### src/rtl/operand_stack_if.sv
// Handshake bundle between the instruction controller/ALU (master) and the operand stack (slave).
// The hwm signal exists only when OPSTACK_HWM_EN is defined.
interface operand_stack_if #(
  parameter int unsigned WIDTH = 32,
  parameter int unsigned DEPTH = 16
);
  localparam int unsigned DW = $clog2(DEPTH + 1);

  logic             valid;
  logic             pop_en;
  logic             pop_two;
  logic             push_en;
  logic [WIDTH-1:0] push_data;
  logic             err_clr;
  logic [WIDTH-1:0] tos;
  logic [WIDTH-1:0] nos;
  logic [DW-1:0]    depth;
  logic             empty;
  logic             full;
  logic             overflow;
  logic             underflow;
`ifdef OPSTACK_HWM_EN
  logic [DW-1:0]    hwm;
`endif

  modport master (
    output valid, pop_en, pop_two, push_en, push_data, err_clr,
    input  tos, nos, depth, empty, full, overflow, underflow
`ifdef OPSTACK_HWM_EN
    , input hwm
`endif
  );

  modport slave (
    input  valid, pop_en, pop_two, push_en, push_data, err_clr,
    output tos, nos, depth, empty, full, overflow, underflow
`ifdef OPSTACK_HWM_EN
    , output hwm
`endif
  );
endinterface

### src/rtl/operand_stack.sv
// Operand stack for the stack-machine datapath: pop-one/pop-two plus push per cycle, sticky traps.
// Optional high-water-mark tracking is enabled by defining OPSTACK_HWM_EN.
module operand_stack #(
  parameter int unsigned WIDTH = 32,
  parameter int unsigned DEPTH = 16
) (
  input logic           clk,
  input logic           reset,
  operand_stack_if.slave bus
);
  localparam int unsigned DW = $clog2(DEPTH + 1);
  localparam int unsigned SW = DW + 1;
  localparam int unsigned AW = (DEPTH > 1) ? $clog2(DEPTH) : 1;

  logic [WIDTH-1:0] mem_q [DEPTH];
  logic [DW-1:0]    sp_q, sp_d;
  logic             ovf_q, ovf_d;
  logic             unf_q, unf_d;

  logic [1:0]    np_c;
  logic          nu_c;
  logic [SW-1:0] sum_c;
  logic          unf_c, ovf_c, legal_c, we_c;
  logic [AW-1:0] wr_idx_c;

  // Legality: underflow checked first, overflow only when the pop count is satisfiable.
  always_comb begin
    np_c     = 2'd0;
    nu_c     = bus.valid & bus.push_en;
    if (bus.valid && bus.pop_en) np_c = bus.pop_two ? 2'd2 : 2'd1;
    sum_c    = SW'(sp_q) - SW'(np_c) + SW'(nu_c);
    unf_c    = SW'(np_c) > SW'(sp_q);
    ovf_c    = !unf_c && (sum_c > SW'(DEPTH));
    legal_c  = !unf_c && !ovf_c;
    we_c     = legal_c && nu_c && !reset;
    wr_idx_c = AW'(sp_q - DW'(np_c));
    sp_d     = legal_c ? DW'(sum_c) : sp_q;
    ovf_d    = ovf_c | (ovf_q & ~bus.err_clr);
    unf_d    = unf_c | (unf_q & ~bus.err_clr);
  end

  always_ff @(posedge clk or posedge reset) begin
    if (reset) begin
      sp_q  <= '0;
      ovf_q <= 1'b0;
      unf_q <= 1'b0;
    end else begin
      sp_q  <= sp_d;
      ovf_q <= ovf_d;
      unf_q <= unf_d;
    end
  end

  // Storage is not reset; popped entries stay until overwritten.
  always_ff @(posedge clk) begin
    if (we_c) mem_q[wr_idx_c] <= bus.push_data;
  end

`ifdef OPSTACK_HWM_EN
  logic [DW-1:0] hwm_q;

  always_ff @(posedge clk or posedge reset) begin
    if (reset) begin
      hwm_q <= '0;
    end else if (legal_c && (DW'(sum_c) > hwm_q)) begin
      hwm_q <= DW'(sum_c);
    end
  end

  assign bus.hwm = hwm_q;
`endif

  // Top entries are read straight from the array, masked when they do not exist.
  assign bus.tos       = (sp_q >= DW'(1)) ? mem_q[AW'(sp_q - DW'(1))] : '0;
  assign bus.nos       = (sp_q >= DW'(2)) ? mem_q[AW'(sp_q - DW'(2))] : '0;
  assign bus.depth     = sp_q;
  assign bus.empty     = (sp_q == '0);
  assign bus.full      = (sp_q == DW'(DEPTH));
  assign bus.overflow  = ovf_q;
  assign bus.underflow = unf_q;

endmodule

### src/flat_wrapper.sv
// flat-port wrapper written by rule: the top's interface ports become plain ports
module operand_stack_flat 
#(
  parameter int unsigned WIDTH = 32,
  parameter int unsigned DEPTH = 16
)
  (clk, reset, bus_valid, bus_pop_en, bus_pop_two, bus_push_en, bus_push_data, bus_err_clr, bus_tos, bus_nos, bus_depth, bus_empty, bus_full, bus_overflow, bus_underflow);
  operand_stack_if #(.WIDTH(WIDTH), .DEPTH(DEPTH)) bus_i ();
  input logic clk;
  input logic reset;
  input wire logic [$bits(bus_i.valid)-1:0] bus_valid;
  input wire logic [$bits(bus_i.pop_en)-1:0] bus_pop_en;
  input wire logic [$bits(bus_i.pop_two)-1:0] bus_pop_two;
  input wire logic [$bits(bus_i.push_en)-1:0] bus_push_en;
  input wire logic [$bits(bus_i.push_data)-1:0] bus_push_data;
  input wire logic [$bits(bus_i.err_clr)-1:0] bus_err_clr;
  output wire logic [$bits(bus_i.tos)-1:0] bus_tos;
  output wire logic [$bits(bus_i.nos)-1:0] bus_nos;
  output wire logic [$bits(bus_i.depth)-1:0] bus_depth;
  output wire logic [$bits(bus_i.empty)-1:0] bus_empty;
  output wire logic [$bits(bus_i.full)-1:0] bus_full;
  output wire logic [$bits(bus_i.overflow)-1:0] bus_overflow;
  output wire logic [$bits(bus_i.underflow)-1:0] bus_underflow;
  assign bus_i.valid = bus_valid;
  assign bus_i.pop_en = bus_pop_en;
  assign bus_i.pop_two = bus_pop_two;
  assign bus_i.push_en = bus_push_en;
  assign bus_i.push_data = bus_push_data;
  assign bus_i.err_clr = bus_err_clr;
  assign bus_tos = bus_i.tos;
  assign bus_nos = bus_i.nos;
  assign bus_depth = bus_i.depth;
  assign bus_empty = bus_i.empty;
  assign bus_full = bus_i.full;
  assign bus_overflow = bus_i.overflow;
  assign bus_underflow = bus_i.underflow;
  operand_stack #(.WIDTH(WIDTH), .DEPTH(DEPTH)) u_core (.clk(clk), .reset(reset), .bus(bus_i));
endmodule
### config.mk
export PLATFORM = sky130hd
export DESIGN_NAME = operand_stack_flat
export DESIGN_NICKNAME = d
export VERILOG_FILES = /design/src/rtl/operand_stack_if.sv /design/src/rtl/operand_stack.sv /design/src/flat_wrapper.sv
export SDC_FILE = /design/constraint.sdc
export NUM_CORES = 1
export LEC_CHECK = 0
export CAP_MARGIN = 20
export CORE_UTILIZATION = 35
export CTS_CLUSTER_DIAMETER = 100
export DETAILED_ROUTE_END_ITERATION = 7
export DONT_BUFFER_PORTS = 1
export GPL_ROUTABILITY_DRIVEN = 0
export SLEW_MARGIN = 10
export SYNTH_ARGS = -nofsm -noshare
export SYNTH_HDL_FRONTEND = slang
export SYNTH_SLANG_ARGS = --single-unit
### constraint.sdc
create_clock -name clk -period 6 [get_ports clk]
set_input_delay 1.2 -clock clk [delete_from_list [all_inputs] [get_ports clk]]
set_output_delay 1.2 -clock clk [all_outputs]
set_load 0.005 [all_outputs]
After elaboration in Yosys (flattened, before gate mapping) --
Memories as Yosys holds them, arrays and structs flattened. Cells that the tools add are included.
Storage, ports and cells: memories kept 1, output and inout port bits 73, flip-flop bits (word level) 7, memory bits (writable) 512, word-level logic and storage cells 35
Memories:
- u_core.mem_q | words 16, bits a word 32, rd ports 2, clocked after Yosys merged registers in 0, wr ports 1, RTL line operand_stack.sv:15 | logic [WIDTH-1:0] mem_q [DEPTH];
Cells by class: equality and inequality tests 1, muxes and demuxes 6, reductions and logical operators 9, $add $sub $neg 5, bitwise operators 6, order comparisons 4
Operator list (number):
- 32-bit two-way mux | 2
- 6-bit by 1-bit adder with 6-bit output | 1
- 6-bit by 5-bit > comparator with 1-bit output, second input constant | 1
- 5-bit by 2-bit subtractor with 6-bit output | 1
- 5-bit == test, second input constant | 1
- 5-bit by 1-bit greater-or-equal comparator with 1-bit output, second input constant | 1
- 5-bit by 2-bit greater-or-equal comparator with 1-bit output, second input constant | 1
- 2-bit by 5-bit > comparator with 1-bit output | 1
- 1-bit logical AND | 5
- 5-bit zero test | 1
- 2-bit two-way mux | 2
- 4-bit by 1-bit subtractor with 4-bit output, second input constant | 1
- 4-bit by 2-bit subtractor with 4-bit output | 1
- 4-bit by 2-bit subtractor with 4-bit output, second input constant | 1
- 1-bit bitwise AND | 3
- 1-bit zero test | 3
- 1-bit two-way mux | 2
- 1-bit bitwise OR | 2
- 1-bit NOT | 1

Longest topological paths before layout --
Gate-level depths: netlist (run 1).
depth in word-level cells 12, gate-level depth with buffers 16

Worst setup path after synthesis (run 1) --
No wires, ideal clock.
kind in2reg, from input port bus_valid, to memory u_core.mem_q[14][0] (enable), setup time 0.461 ns, path buffers 1, arrival 5.802 ns, setup slack -0.264 ns, cell stages on the path 14, path through nand2_1 or2_2 inv_1 ha_1 inv_1 fa_1 ha_1 inv_1 a21oi_1 a2111o_1 o22ai_1 nand3_1 buf_2 nor3_1
On the way: longest elaborated chain between the ends 12, elaborated cells on any way between the ends 16, classes of those cells add/sub (3); order compare (2); mux (3); bitwise (1); reduce/logical (7)
RTL lines:
- start, declared | RTL line flat_wrapper.sv:11 | input wire logic [$bits(bus_i.valid)-1:0] bus_valid;
- 1-bit logical AND | RTL line operand_stack.sv:30 | if (bus.valid && bus.pop_en) np_c = bus.pop_two ? 2'd2 : 2'd1;
- 2-bit two-way mux | RTL line operand_stack.sv:30
- 5-bit by 2-bit subtractor with 6-bit output | RTL line operand_stack.sv:31 | sum_c = SW'(sp_q) - SW'(np_c) + SW'(nu_c);
- 6-bit by 1-bit adder with 6-bit output | RTL line operand_stack.sv:31
- 6-bit by 5-bit > comparator with 1-bit output | RTL line operand_stack.sv:33 | ovf_c = !unf_c && (sum_c > SW'(DEPTH));
- 1-bit logical AND | RTL line operand_stack.sv:33
- 1-bit zero test | RTL line operand_stack.sv:34 | legal_c = !unf_c && !ovf_c;
- 1-bit logical AND | RTL line operand_stack.sv:34
- 1-bit logical AND (2 in a row) | RTL line operand_stack.sv:35 | we_c = legal_c && nu_c && !reset;
- 1-bit two-way mux | RTL line operand_stack.sv:56 | if (we_c) mem_q[wr_idx_c] <= bus.push_data;
- 1-bit two-way mux (not written as such) | RTL line operand_stack.sv:56
- end, declared | RTL line operand_stack.sv:15
Parallel ways exist; a longest one is shown, timed or not.

Worst setup path in the final report (run 1) --
from register u_core.sp_q[0], in the netlist u_core.bus.depth[0], to output port bus_tos[29]
On the way: longest elaborated chain between the ends 3, elaborated cells on any way between the ends 4, classes of those cells add/sub (1); order compare (1); mux (1); memory (1)
RTL lines:
- start, declared | RTL line operand_stack.sv:16 | logic [DW-1:0] sp_q, sp_d;
- start signal, assigned | RTL line operand_stack.sv:48 | sp_q <= sp_d;
- 4-bit by 1-bit subtractor with 4-bit output | RTL line operand_stack.sv:74 | assign bus.tos = (sp_q >= DW'(1)) ? mem_q[AW'(sp_q - DW'(1))] : '0;
- memory read 16 x 32 bit
- 32-bit two-way mux * | RTL line operand_stack.sv:74
- end, declared | RTL line flat_wrapper.sv:17 | output wire logic [$bits(bus_i.tos)-1:0] bus_tos;
Mark *: on every way between the ends. The rest lies on a longest branch, timed or not.

==> impl_metrics.env, run 1 <==
export IMPL_outcome="finished, final reports clean"
export IMPL_numCtsBuffers=54
export IMPL_finalSetupViolations=0
export IMPL_cts_resized_gates=0
export IMPL_multi_input_area_sq_um=8680
export IMPL_io_pins=112
export IMPL_grt_overflow=0
export IMPL_final_layout_size_suffix_gt1_share_pct=35.6
export IMPL_htree_levels=2
export IMPL_vias_per_cell=5.74
export IMPL_drt_wl_total_mm=61.0
export IMPL_final_area_sq_um=27700
export IMPL_antenna_found_initial=0
export IMPL_drt_iter0_drc=1010
export IMPL_grt_usage_pct=17.4
export IMPL_dieArea_sq_um=71300
export IMPL_hold_ws_ns=0.449
export IMPL_synth_seq_cells=519
export IMPL_worstMarginPinSlew_ns=1.01
export IMPL_drtAntennaViolNets=0
export IMPL_power_density_nw_per_um2=264
export IMPL_ctsHoldBuffers=0
export IMPL_cts_root_buf="clkbuf_16"
export IMPL_core_area_sq_um=69100
export IMPL_clk_latency_ns=0.62
export IMPL_async_flop_share_pct=1.35
export IMPL_mostFrequentLayoutCell="edfxtp_1"
export IMPL_tritoncts="built"
export IMPL_port_buffers=0
export IMPL_syn_instance_count=1181
export IMPL_layoutNonFillerInstCount=2173
export IMPL_cts_clk_slew_worst_paths_ns=0.06
export IMPL_grt_max_degree=121
export IMPL_maxSlewHeadroom_pct=32.9
export IMPL_wl_per_cell_microns=28.1
export IMPL_critPathKind="reg -> out"
export IMPL_drv_cap=0
export IMPL_worstSetupEndpointType="primary output"
export IMPL_worst_setup_path_start_kind="register"
export IMPL_place_area_sq_um=25900
export IMPL_rsz0062_at_grt="false"
export IMPL_grt_pass1_wl_mm=89.9
export IMPL_first_pass_iters=5
export IMPL_n_fill_cell=6041
export IMPL_fin_tns_setup_ns=0
export IMPL_worstPathArrival_ns=4.03
export IMPL_hold_viol_final=0
export IMPL_register_area_sq_um=15600
export IMPL_worstPathMaxFanout=34
export IMPL_synth_seq_area_share_pct=63.3
export IMPL_postCtsSetupBuffers=0
export IMPL_fin_nets=1258
export IMPL_syn_area_per_cell_sq_um=20.8
export IMPL_clock_sinks=519
export IMPL_yosysUniqueCellTypes=46
export IMPL_initial_core_util_pct=35.6
export IMPL_utilization_pct=40.1
export IMPL_period_minus_slack_ns=5.23
export IMPL_die_h_microns=267
export IMPL_synth_edf_count=512
export IMPL_yosysTopAreaCell="edfxtp_1"
export IMPL_clock_skew_ns=0.0208
export IMPL_final_cell_mix="512 x edfxtp_1, 288 x mux4_2, 68 x nor2b_1"
export IMPL_n_antenna_cell=0
export IMPL_synth_area_leaders="edfxtp_1 63%, mux4_2 26%, a211oi_1 2.0%"
export IMPL_synth_top_area_share_pct=62.5
export IMPL_drv_slew=0
export IMPL_synth_nets=1239
export IMPL_required_ns=4.80
export IMPL_period_share_pct=87.1
export IMPL_cts_buffer_depth=3
export IMPL_synth_ff_type="edfxtp_1"
export IMPL_dp_cells=2075
export IMPL_die_x_microns=267
export IMPL_rows=96
export IMPL_hold_class="in -> async"
export IMPL_area_growth_pct=12.6
export IMPL_ir_drop_mv=0.248
export IMPL_max_freq_mhz=191
export IMPL_hpwl_mm=36.9
export IMPL_vias=12500
export IMPL_first_global_vias=13200
export IMPL_leakage_nw=8.08
export IMPL_drc=0
export IMPL_syn_cell_area_sq_um=24600
export IMPL_ys_warnings_count=0
==> cell families after synthesis <==
kind of cell	after synthesis	share of synthesized area, %
buf+inv	105	2.17
flops	519	63.3
fa+ha+maj	19	0.998
simple gates	119	2.78
mux	322	27.8
xor+xnor	10	0.387
compound gates	87	2.64
==> final timing paths <==
kind | cells past startpoint | to | from | slack [ns]
worst max-delay path | 6 | bus_tos[29] | u_core.bus.depth[0] | 0.77
worst min-delay path | 1 | u_core.bus.underflow | reset | 0.45
worst max register to register | 13 | u_core.mem_q[4][9] | u_core.bus.depth[0] | 1.07
worst min register to register | 1 | u_core.bus.underflow | u_core.bus.underflow | 0.52
max in group asynchronous | 1 | u_core.bus.depth[1] | reset | 5.26
min in group clk | 1 | u_core.bus.underflow | u_core.bus.underflow | 0.52
==> state kept, by name, indices dropped and copies added, names as in the netlist <==
| register | count |
|---|---|
| u_core.bus.depth | 5 |
| u_core.mem_q | 512 |
| u_core.bus.overflow | 1 |
| u_core.bus.underflow | 1 |
==> Yosys cell counts, types with 2 or more instances <==
master    instances
mux2i_1          34
nor2b_1          68
a21oi_1           7
edfxtp_1        512
buf_6             9
clkbuf_1         46
buf_4            13
xor2_1            3
a21o_1            2
a211oi_1         64
nand3_1           4
buf_2            19
nand2_1          12
buf_1             2
nand2b_1          4
nor3_1           19
xnor2_1           6
nor2_1            3
ha_1             18
mux4_2          288
inv_1            15
a22o_1            3
dfrtp_1           7
==> critical path, cell delays in order, from the launching register on <==
cell      delay [ns]
dfrtp_4         0.77
buf_4           0.64
buf_4           0.64
mux4_2          0.57
nor2b_1         0.14
a211oi_1        0.45
a211oi_1        0.17
==> layout make-up <==
| cell class | count | area share, % |
|---|---|---|
| clock buffers | 69 | 5.09 |
| inverters | 16 | 0.217 |
| multi-input cells | 557 | 31.4 |
| repair buffers | 52 | 1.73 |
| clock inverters | 29 | 1.20 |
| well taps | 931 | 4.21 |
| flip-flops and latches | 519 | 56.2 |
==> metal layers <==
layer	vias to the layer above	part of all wire [%]	GRT usage, %
li1	5174	-	-
met5	-	0	0
met2	422	50	29.2
met3	82	7.1	3.93
met4	0	2.6	5.55
met1	6805	40	22.3
==> stage by stage <==
| stage | setup WS [ns] | power, mW |
|---|---|---|
| after global placement | 0.629 | 4.08 |
| after detailed placement | 0.522 | 4.08 |
| after global routing | 0.474 | 7.51 |
| final | 0.771 | 7.31 |
| after floorplan | -0.264 | 4.07 |
| after CTS | 0.608 | 7.38 |
==> where the power goes <==
part	switching [mW]	internal (mW)
combinational	0.0117	0.00542
clock	1.39	1.92
sequential	0	3.98
total	1.40	5.91
Note: power is estimated with default switching activity, not from simulation.
==> run 2: changes to the inputs <==
Settings changed: CTS_CLUSTER_DIAMETER 100 to 80.
==> run 2 against run 1 <==
Fmax rose by 0.30%. Count of clock-buffer cells in the layout fell by 1. Largest power group unchanged. Sequential power barely moved. Clock power rose by 4%. Via count rose by 0.16%. Core utilization rose by 0.14 points. Critical endpoint unchanged. Die area did not move. Sequential cell count did not move. Critical path type unchanged.
==> impl_metrics.env, run 2 (same netlist as run 1, synthesis figures left out) <==
export IMPL_outcome="finished, final reports clean"
export IMPL_cts_buffer_depth=3
export IMPL_worstPathArrival_ns=4.01
export IMPL_first_global_vias=13200
export IMPL_grt_busiest_layer="met2"
export IMPL_worstSetupEndpointType="primary output"
export IMPL_critPathKind="reg -> out"
export IMPL_finalSetupViolations=0
export IMPL_die_x_microns=267
export IMPL_cts_root_buf="clkbuf_16"
export IMPL_period_share_pct=86.9
export IMPL_worstMarginPinSlew_ns=1.01
export IMPL_worstPathMaxFanout=34
export IMPL_rsz0062_at_grt="false"
export IMPL_cts_resized_gates=0
export IMPL_die_h_microns=267
export IMPL_hold_viol_final=0
export IMPL_final_layout_size_suffix_gt1_share_pct=36.0
export IMPL_ir_drop_mv=0.213
export IMPL_initial_core_util_pct=35.6
export IMPL_core_area_sq_um=69100
export IMPL_max_freq_mhz=192
export IMPL_power_total_mw=7.44
export IMPL_area_growth_pct=13.0
export IMPL_postCtsSetupBuffers=0
export IMPL_cp_top_family="buffers and inverters"
export IMPL_numCtsBuffers=55
export IMPL_clock_sinks=519
export IMPL_wl_per_cell_microns=28.2
export IMPL_drtAntennaViolNets=0
export IMPL_drc=0
export IMPL_required_ns=4.80
export IMPL_io_pins=112
export IMPL_grt_overflow=0
export IMPL_cts_clk_slew_worst_paths_ns=0.06
export IMPL_grtUsageMet1_pct=22.3
export IMPL_ctsHoldBuffers=0
export IMPL_leakage_nw=8.12
export IMPL_port_buffers=0
export IMPL_setup_ws_ns=0.787
export IMPL_maxSlewHeadroom_pct=32.7
export IMPL_clock_skew_ns=0.0430
export IMPL_grt_usage_pct=17.5
export IMPL_worst_path_largest_cell_delay_ns=0.77
export IMPL_dp_worst_setup_slack_ns=0.522
export IMPL_use_met2_pct=29.4
export IMPL_drv_slew=0
export IMPL_mostFrequentLayoutCell="edfxtp_1"
export IMPL_vias=12500
export IMPL_n_antenna_cell=0
export IMPL_tritoncts="built"
export IMPL_grt_pass1_wl_mm=90.3
export IMPL_final_cell_mix="512 x edfxtp_1, 288 x mux4_2, 68 x nor2b_1"
export IMPL_largest_register="u_core.mem_q"
export IMPL_worst_setup_path_start_kind="register"
export IMPL_drt_iter0_drc=1001
export IMPL_drt_wl_total_mm=61.3
export IMPL_dieArea_sq_um=71300
export IMPL_grt_max_degree=121
export IMPL_power_density_nw_per_um2=268
export IMPL_first_pass_iters=6
export IMPL_htree_levels=2
export IMPL_crit_chain="buf_4 > buf_4 > mux4_2 > nor2b_1 > a211oi_1 > a211oi_1"
export IMPL_hold_ws_ns=0.455
export IMPL_hold_class="in -> async"
export IMPL_grt_use_met3_pct=4.39
export IMPL_drv_cap=0
export IMPL_fin_nets=1259
export IMPL_largest_reg_flops=512
export IMPL_cpMaxStageDelayCell="dfrtp_4"
export IMPL_hpwl_mm=36.9
export IMPL_vias_per_cell=5.75
export IMPL_period_minus_slack_ns=5.21
export IMPL_clk_latency_ns=0.64
export IMPL_crit_buf_inv=2
export IMPL_antenna_found_initial=0
export IMPL_rows=96
## run 2: changes by cell type in the layout (fill, tap and decap cells not counted)
cell | before | now
bufinv_16 | 6 | 7
clkbuf_1 | 15 | 13
clkbuf_16 | 54 | 55
clkinv_1 | 8 | 6
clkinv_16 | 1 | 3
clkinv_2 | 11 | 12
clkinv_4 | 0 | 1
inv_16 | 1 | 0
## run 2: area by class of cell
class | instances | area, sq um
Fill cell | 6018 | 41300
Sequential cell | 519 | 15600
Multi-Input combinational cell | 557 | 8680
Clock buffer | 68 | 1430
Tap cell | 931 | 1160
Timing Repair Buffer | 52 | 478
Clock inverter | 31 | 409
Inverter | 16 | 60.1
## run 2: power by group
group	switching [mW]	internal (mW)
logic	0.0117	0.00541
clock network	1.44	2.00
registers	0	3.98
total	1.45	5.99
## run 2: metrics by stage
stage	cells	cell area [sq um]	TNS [ns]	util, %
floorplan	1181	24600	-117.72	-
global placement	2075	25900	0	37.6
detailed placement	2075	25900	0	37.6
CTS	2174	27800	0	40.2
global route	2174	27800	0	40.2
finish	2174	27800	0	40.2
## run 2: worst paths after layout
kind	start	end	slack [ns]	cells after the start
hold / removal	reset	u_core.bus.underflow	0.45	1
max in group asynchronous	reset	u_core.bus.depth[1]	5.25	1
min in group clk	u_core.bus.underflow	u_core.bus.underflow	0.52	1
setup / recovery	u_core.bus.depth[0]	bus_tos[29]	0.79	6
setup reg to reg	u_core.bus.depth[0]	u_core.mem_q[4][2]	1.04	12
hold reg to reg	u_core.bus.underflow	u_core.bus.underflow	0.52	1
## run 2: routing by layer
metal	vias to the layer above	share of wire, %
met3	81	7.0
met4	0	2.4
met1	6839	40
met2	415	51
met5	-	0
li1	5168	-
==> run 3: changes to the inputs <==
Settings changed: GPL_TIMING_DRIVEN from default to 0, RECOVER_POWER from default to 50.
==> run 3 against run 2 <==
Sequential cell count unchanged. Core utilization increased by 0.78 points. Largest cell class unchanged. Clock skew decreased by 0.030 ns.
==> impl_metrics.env, run 3 (same netlist as run 1, synthesis figures left out) <==
export IMPL_dp_worst_setup_slack_ns=-0.617
export IMPL_die_h_microns=267
export IMPL_vias_per_cell=5.79
export IMPL_cts_root_buf="clkbuf_16"
export IMPL_hpwl_mm=48.9
export IMPL_register_area_sq_um=15600
export IMPL_dieArea_sq_um=71300
export IMPL_hold_class="in -> async"
export IMPL_final_layout_size_suffix_gt1_share_pct=39.2
export IMPL_multi_input_area_sq_um=8700
export IMPL_drv_cap=0
export IMPL_worstPathMaxFanout=10
export IMPL_tritoncts="built"
export IMPL_dr_wl_met3_mm=5.50
export IMPL_pwr_share_clk_pct=45.8
export IMPL_antenna_found_initial=0
export IMPL_wl_met2_mm=33.9
export IMPL_clock_skew_ns=0.0132
export IMPL_power_density_nw_per_um2=261
export IMPL_p_comb_share_pct=0.2
export IMPL_n_antenna_cell=0
export IMPL_ir_drop_mv=0.233
export IMPL_layoutNonFillerInstCount=2274
export IMPL_crit_path_frequent_cell="buf_2"
export IMPL_clk_latency_ns=0.61
export IMPL_drt_iter0_drc=1324
export IMPL_area_growth_pct=15.2
export IMPL_cpMaxStageDelayCell="a211oi_1"
export IMPL_drc=0
export IMPL_final_cell_mix="512 x edfxtp_1, 288 x mux4_2, 68 x nor2b_1"
export IMPL_die_x_microns=267
export IMPL_p_int_mw=5.95
export IMPL_cts_clk_slew_worst_paths_ns=0.06
export IMPL_first_global_vias=13900
export IMPL_dp_cells=2174
export IMPL_pwr_share_seq_pct=53.9
export IMPL_power_total_mw=7.38
export IMPL_required_ns=4.80
export IMPL_htree_levels=2
export IMPL_n_fill_cell=6039
export IMPL_crit_chain="buf_2 > clkbuf_4 > buf_6 > buf_6 > inv_1 > ha_1 > buf_2 > buf_2 > buf_2 > mux4_2 > mux2i_1 > a211oi_1"
export IMPL_core_area_sq_um=69100
export IMPL_fin_nets=1357
export IMPL_worstSetupEndpointType="primary output"
export IMPL_leakage_nw=8.54
export IMPL_grt_overflow=0
export IMPL_wl_met1_mm=27.9
export IMPL_worst_path_largest_cell_delay_ns=0.55
export IMPL_max_freq_mhz=172
export IMPL_fin_tns_setup_ns=0
export IMPL_worstMarginPinSlew_ns=1.12
export IMPL_finalSetupViolations=0
export IMPL_rsz0062_at_grt="false"
export IMPL_setup_ws_ns=0.184
export IMPL_initial_core_util_pct=35.6
export IMPL_wl_per_cell_microns=30.5
export IMPL_port_buffers=0
export IMPL_maxUsedRoutingLayer="met4"
export IMPL_mostFrequentLayoutCell="edfxtp_1"
export IMPL_clock_sinks=519
export IMPL_timing_reg2reg_setup_slack_ns=0.39
export IMPL_worst_setup_path_start_kind="register"
export IMPL_first_pass_iters=5
export IMPL_worstPathArrival_ns=4.62
export IMPL_vias=13200
export IMPL_io_pins=112
export IMPL_critPathKind="reg -> out"
export IMPL_ctsHoldBuffers=0
export IMPL_drt_wl_total_mm=69.3
export IMPL_largest_register="u_core.mem_q"
export IMPL_maxSlewHeadroom_pct=25.2
export IMPL_cts_buffer_depth=3
export IMPL_drv_slew=0
export IMPL_power_switching_mw=1.43
export IMPL_grt_pass1_wl_mm=100
export IMPL_period_share_pct=96.9
export IMPL_outcome="finished, final reports clean"
export IMPL_numCtsBuffers=54
export IMPL_switching_share_pct=19.4
export IMPL_rows=96
export IMPL_period_minus_slack_ns=5.82
export IMPL_grt_max_degree=17
export IMPL_grt_usage_pct=19.8
export IMPL_postCtsSetupBuffers=0
export IMPL_drtAntennaViolNets=0
export IMPL_largest_reg_flops=512
export IMPL_hold_viol_final=0
-- run 3: final cells by class --
cell class                      instances  area share, %
Clock buffer                           59           4.91
Sequential cell                       519           54.9
Tap cell                              931           4.11
Buffer                                 89           1.80
Timing Repair Buffer                   62           1.99
Multi-Input combinational cell        557           30.7
Clock inverter                         41           1.30
Inverter                               16          0.212
-- run 3: repair_timing --
action,4_1_cts,5_1_grt
gates cloned,0,0
endpoints found under the setup margin,71,103
endpoints found under the hold margin,0,0
resized for setup,29,20
-- run 3: per-layer routing --
metal | track usage, % | vias up
li1 | - | 5378
met1 | 25.8 | 7157
met2 | 32.5 | 534
met3 | 5.34 | 107
met4 | 5.79 | 0
met5 | 0 | -
-- run 3: worst max-delay path, delay by kind of cell, from the launching register on --
family                   cells  cell delay [ns]
adder cells (fa/ha/maj)      1             0.33
flip-flops                   1             0.45
multiplexers                 2             0.34
buffers and inverters        8             2.32
AO/OA/AOI/OAI                1             0.55
-- run 3: worst paths after layout --
check                                     startpoint  cells after the start                    to
worst max register to register   u_core.bus.depth[0]                     18   u_core.mem_q[4][12]
min in group clk                u_core.bus.underflow                      1  u_core.bus.underflow
worst min register to register  u_core.bus.underflow                      1  u_core.bus.underflow
worst max-delay path             u_core.bus.depth[0]                     12            bus_tos[1]
worst min-delay path                           reset                      1   u_core.bus.depth[2]
max in group asynchronous                      reset                      1   u_core.bus.depth[1]
-- run 3: power groups by stage --
stage               registers, mW  clock network (mW)  logic (mW)
CTS                          3.98                3.43      0.0165
detailed placement           4.06                   0      0.0164
global route                 3.98                3.56      0.0192
global placement             4.06                   0      0.0149
finish                       3.98                3.38      0.0171
floorplan                    4.06                   0      0.0119
-- run 3: per-stage QoR --
| stage | hold WS, ns | instance area [sq um] | util (%) |
|---|---|---|---|
| after floorplan | 0.474 | 24600 | - |
| after global placement | 0.498 | 25800 | 37.3 |
| after detailed placement | 0.504 | 26400 | 38.2 |
| after CTS | 0.425 | 28200 | 40.9 |
| after global routing | 0.452 | 28300 | 41.0 |
| final | 0.448 | 28300 | 41.0 |
